<file path="config.mk">
export PLATFORM = sky130hd
export DESIGN_NAME = rr_onehot_arbiter
export DESIGN_NICKNAME = d
export VERILOG_FILES = /design/src/rtl/rr_onehot_arbiter.sv
export SDC_FILE = /design/constraint.sdc
export NUM_CORES = 1
export LEC_CHECK = 0
export BUFFER_PORTS_ARGS = -buffer_cell sky130_fd_sc_hd__clkbuf_2
export CAP_MARGIN = 20
export CORE_MARGIN = 2
export CORE_UTILIZATION = 57
export CTS_BUF_LIST = sky130_fd_sc_hd__clkbuf_4 sky130_fd_sc_hd__clkbuf_8
export DETAILED_ROUTE_END_ITERATION = 6
export PLACE_DENSITY_LB_ADDON = 0.25
export REMOVE_ABC_BUFFERS = 1
export SETUP_SLACK_MARGIN = 0.15
export SLEW_MARGIN = 20
export SYNTH_ARGS = -nofsm -noshare
export SYNTH_HDL_FRONTEND = slang
export SYNTH_SLANG_ARGS = --single-unit
</file>
<file path="constraint.sdc">
create_clock -name clk -period 1.9 [get_ports clk]
set_clock_uncertainty 0.1 [all_clocks]
set_input_delay 0.38 -clock clk [delete_from_list [all_inputs] [get_ports clk]]
set_output_delay 0.38 -clock clk [all_outputs]
set_load 0.01 [all_outputs]
</file>
<file path="src/rtl/rr_onehot_arbiter.sv">
// Round-robin arbiter: one-hot grant via lowest-set-bit isolation, held until the owner
// releases it or a hold timeout expires, with a sticky one-hot self-check.
module rr_onehot_arbiter #(
  parameter int unsigned N        = 4,
  parameter int unsigned MAX_HOLD = 8,
  localparam int unsigned IDW     = $clog2(N)
) (
  input  logic           clk,
  input  logic           rst_n,
  input  logic [N-1:0]   i_req,
  input  logic           i_done,
  output logic [N-1:0]   o_gnt,
  output logic           o_gnt_valid,
  output logic [IDW-1:0] o_gnt_id,
  output logic           o_timeout,
  output logic           o_onehot_err
);

  localparam int unsigned CW = (MAX_HOLD == 0) ? 1 : $clog2(MAX_HOLD + 1);
  localparam logic [CW-1:0] HoldLast = (MAX_HOLD == 0) ? '0 : CW'(MAX_HOLD - 1);
  localparam logic [N-1:0] One = N'(1);

  typedef enum logic {StIdle, StGrant} state_e;

  state_e         r_state, w_state_nxt;
  logic [N-1:0]   r_gnt, w_gnt_nxt;
  logic [IDW-1:0] r_gnt_id, w_gnt_id_nxt;
  logic [N-1:0]   r_mask, w_mask_nxt;
  logic [CW-1:0]  r_hold_cnt, w_hold_cnt_nxt;
  logic           r_timeout, w_timeout_nxt;
  logic           r_onehot_err, w_onehot_err_nxt;

  logic [N-1:0]   w_req_masked;
  logic [N-1:0]   w_win;
  logic [IDW-1:0] w_win_id;
  logic           w_owner_req;
  logic           w_hold_expired;
  logic           w_release;

  // Masked set favours requesters above the last owner; an empty set wraps to bit 0 side.
  always_comb begin
    w_req_masked = i_req & r_mask;
    if (|w_req_masked) begin
      w_win = w_req_masked & (~w_req_masked + One);
    end else begin
      w_win = i_req & (~i_req + One);
    end
  end

  always_comb begin
    w_win_id = '0;
    for (int i = 0; i < N; i++) begin
      if (w_win[i]) begin
        w_win_id = IDW'(i);
      end
    end
  end

  assign w_owner_req    = i_req[r_gnt_id];
  assign w_hold_expired = (MAX_HOLD != 0) && (r_hold_cnt == HoldLast);
  assign w_release      = i_done || !w_owner_req || w_hold_expired;

  always_comb begin
    w_state_nxt      = r_state;
    w_gnt_nxt        = r_gnt;
    w_gnt_id_nxt     = r_gnt_id;
    w_mask_nxt       = r_mask;
    w_hold_cnt_nxt   = r_hold_cnt;
    w_timeout_nxt    = 1'b0;
    w_onehot_err_nxt = r_onehot_err | ((|r_gnt) && (|(r_gnt & (r_gnt - One))));
    unique case (r_state)
      StIdle: begin
        if (|i_req) begin
          w_gnt_nxt      = w_win;
          w_gnt_id_nxt   = w_win_id;
          w_hold_cnt_nxt = '0;
          w_state_nxt    = StGrant;
        end
      end
      StGrant: begin
        if (w_release) begin
          w_state_nxt   = StIdle;
          w_gnt_nxt     = '0;
          w_mask_nxt    = ~(r_gnt | (r_gnt - One));
          // Timeout only when neither done nor a dropped request explains the release.
          w_timeout_nxt = !i_done && w_owner_req;
        end else if (r_hold_cnt != HoldLast) begin
          w_hold_cnt_nxt = r_hold_cnt + CW'(1);
        end
      end
      default: w_state_nxt = StIdle;
    endcase
  end

  always_ff @(posedge clk or negedge rst_n) begin
    if (!rst_n) begin
      r_state      <= StIdle;
      r_gnt        <= '0;
      r_gnt_id     <= '0;
      r_mask       <= '1;
      r_hold_cnt   <= '0;
      r_timeout    <= 1'b0;
      r_onehot_err <= 1'b0;
    end else begin
      r_state      <= w_state_nxt;
      r_gnt        <= w_gnt_nxt;
      r_gnt_id     <= w_gnt_id_nxt;
      r_mask       <= w_mask_nxt;
      r_hold_cnt   <= w_hold_cnt_nxt;
      r_timeout    <= w_timeout_nxt;
      r_onehot_err <= w_onehot_err_nxt;
    end
  end

  assign o_gnt        = r_gnt;
  assign o_gnt_valid  = (r_state == StGrant);
  assign o_gnt_id     = r_gnt_id;
  assign o_timeout    = r_timeout;
  assign o_onehot_err = r_onehot_err;

endmodule

</file>
==> results.py <==
metrics = {
    "run_status": {
        "status": "complete, no violations",
    },
    "drt": {
        "met1_length_um": 945,
        "drt_iter0_drc": 29,
        "wl_met2_um": 872,
        "num_vias": 839,
        "remaining_drc_errors": 0,
        "routed_wirelength_um": 1990,
        "route.met3.wl_um": 112,
        "drt_pass1_iterations": 5,
        "vias_per_cell": 6.31,
        "post_drt_wl_per_cell_um": 15.0,
        "top_layer": "met4",
        "ant_nets": 0,
    },
    "clocking": {
        "cts_tree": "done",
        "clk_path_buf_depth": 2,
        "post_cts_buffers": 0,
        "clk_latency_ns": 0.29,
        "root_buffer": "clkbuf_4",
        "path_clk_slew_ns": 0.09,
        "htreeDepth": 1,
        "cts_buffers": 3,
        "numClockSinks": 17,
    },
    "synth": {
        "syn_inst": 97,
        "postSynthAreaPerCell_um2": 9.88,
        "synthArstFlopShare": 1.00,
        "synth_cell_types": 41,
        "ys_ff_latch": 17,
        "synth_ff_type": "dfrtp_1",
        "synth_top_area_frac": 0.339,
        "netlist_area_um2": 958,
        "synth_edf_count": 0,
        "seq_area_frac_synth": 0.449,
        "synth_area_leaders": "dfrtp_1, dfstp_2, mux2_2",
        "yosys.area.top_type": "dfrtp_1",
        "yosysWarnings": 0,
    },
    "cells_and_area": {
        "nets": 126,
        "multiInputGateArea_um2": 526,
        "nFillCells": 127,
        "drive_gt1_frac": 0.316,
        "area_growth_pct": 17.0,
        "final_common_cell": "clkbuf_2",
        "final-seq-area_um2": 430,
        "layout_common_cells": "clkbuf_2, dfrtp_1, nand2_1",
        "diodes": 0,
    },
    "sta": {
        "relSlewSlack": 0.701,
        "fin_hold_ws_ns": 0.361,
        "rsz0062_at_grt": "no",
        "worstMarginPinSlew_ns": 0.448,
        "hold_viol_final": 0,
        "finalCriticalPeriod_ns": 1.69,
        "setup_violations": 0,
        "fin_ws_ns": 0.213,
        "slew_violations": 0,
        "fmax_ghz": 0.593,
        "fin_crit_sh": 0.888,
        "tns_ns": 0,
    },
    "die": {
        "start_util": 0.622,
        "io_pins": 16,
        "fp.dieH_um": 45.0,
        "die_w_um": 45.0,
        "core_area_um2": 1540,
        "row_count": 14,
        "fp.dieArea_um2": 2030,
    },
    "grt": {
        "grt_pass1_wl_um": 3380,
        "grt_use_total": 0.234,
        "grt_overflow": 0,
        "grt_antenna_before_repair": 0,
        "grt_start_max_net_pins": 18,
        "first_global_vias": 733,
    },
    "hold_path": {
        "hp-class": "primary input to flip-flop",
    },
    "setup_path": {
        "critical_path.max_fanout": 5,
        "startpoint_type": "flip-flop",
        "cp-end-kind": "flip-flop",
        "arrival_ns": 1.82,
        "crit_type": "flip-flop to flip-flop",
        "cp_data_required_time_ns": 2.03,
    },
    "placement": {
        "post-place-ws_ns": 0.0912,
        "hpwl_um": 1410,
        "gp_congestion": 0.834,
        "io_buffers": 15,
    },
    "power_and_ir_drop": {
        "power_density_nw_per_um2": 1330,
        "switching_share": 0.394,
        "pwr-share-seq": 0.428,
        "intPower_uw": 906,
        "vdd_ir_drop_max_uv": 762,
        "p_switching_uw": 589,
        "power_frac_clock": 0.140,
        "combinationalPowerShare": 0.431,
        "p_leak_nw": 0.478,
    },
    "flow_run": {
        "cap_violations": 0,
    },
}
==> sequential cells by signal, indices dropped and copies added, names as in the netlist <==
register / flops
o_gnt: 4
r_hold_cnt: 4
r_mask: 4
o_gnt_id: 2
o_gnt_valid: 1
o_onehot_err: 1
o_timeout: 1
==> final cells by class <==
type                       count  area share
tap                           16      0.0179
timing repair buffer          19      0.0960
clock buffer                   4      0.0268
sequential                    17       0.384
inverter                       2     0.00670
multi-input combinational     75       0.469
==> power groups by stage <==
stage	Combinational (mW)	Sequential, mW	Clock (mW)
detailed placement	0.597	0.647	0
floorplan	0.369	0.666	0
CTS	0.617	0.640	0.214
global placement	0.587	0.639	0
finish	0.644	0.640	0.210
global route	0.712	0.665	0.231
==> per-layer routing <==
| metal | track usage | vias up |
|---|---|---|
| li1 | - | 410 |
| met1 | 0.346 | 391 |
| met2 | 0.306 | 31 |
| met3 | 0.0520 | 7 |
| met4 | 0.141 | 0 |
| met5 | 0 | - |
==> final timing paths <==
| check | end | depth (start not counted) | from | slack, ns |
|---|---|---|---|---|
| hold reg to reg | o_onehot_err | 1 | o_onehot_err | 0.38 |
| max in group asynchronous | r_mask[1] | 2 | rst_n | 0.93 |
| setup reg to reg | r_mask[2] | 4 | o_gnt_id[0] | 0.21 |
| hold / removal | o_gnt[2] | 3 | i_req[2] | 0.36 |
| min in group asynchronous | o_gnt_valid | 2 | rst_n | 0.43 |
| setup / recovery | r_mask[2] | 4 | o_gnt_id[0] | 0.21 |
==> cells in the mapped netlist (2+ instances only) <==
| library cell | count |
|---|---|
| o22a_1 | 2 |
| a21boi_0 | 2 |
| o21ai_0 | 3 |
| o22ai_1 | 4 |
| dfrtp_1 | 13 |
| nand3b_1 | 2 |
| dfstp_2 | 4 |
| nor2_1 | 8 |
| o211ai_1 | 4 |
| mux2i_1 | 2 |
| inv_1 | 2 |
| a21oi_1 | 7 |
| nor3_1 | 4 |
| nand3_1 | 2 |
| mux2_2 | 4 |
| nand2_1 | 9 |
==> per-stage QoR <==
| stage | area (um^2) | total power, mW | std cells | util |
|---|---|---|---|---|
| floorplan | 938 | 1.04 | 94 | - |
| global route | 1120 | 1.61 | 133 | 0.727 |
| finish | 1120 | 1.49 | 133 | 0.727 |
| CTS | 1100 | 1.47 | 133 | 0.717 |
| global placement | 1060 | 1.23 | 128 | 0.685 |
| detailed placement | 1060 | 1.24 | 128 | 0.685 |
==> worst max-delay path, stage by stage (launching register included) <==
cell     delay, ns
dfrtp_1       0.43
or2_4         0.28
o22a_4        0.25
o21ai_4       0.21
mux2_2        0.36
==> cell families after synthesis <==
kind of cell,share of synthesized area
buffers and inverters,0.0287
muxes,0.0679
adders and majority gates,0.0235
DFF,0.449
AOI/OAI and AO/OA,0.219
and+or+nand+nor,0.212
==> timing repair <==
item	4_1_cts	5_1_grt
endpoints found under the setup margin	2	6
hold endpoints to repair	13	0
resized for setup	2	3
hold buffers	1	0
pin swaps	0	1
Note: power is estimated with default switching activity, not from simulation.
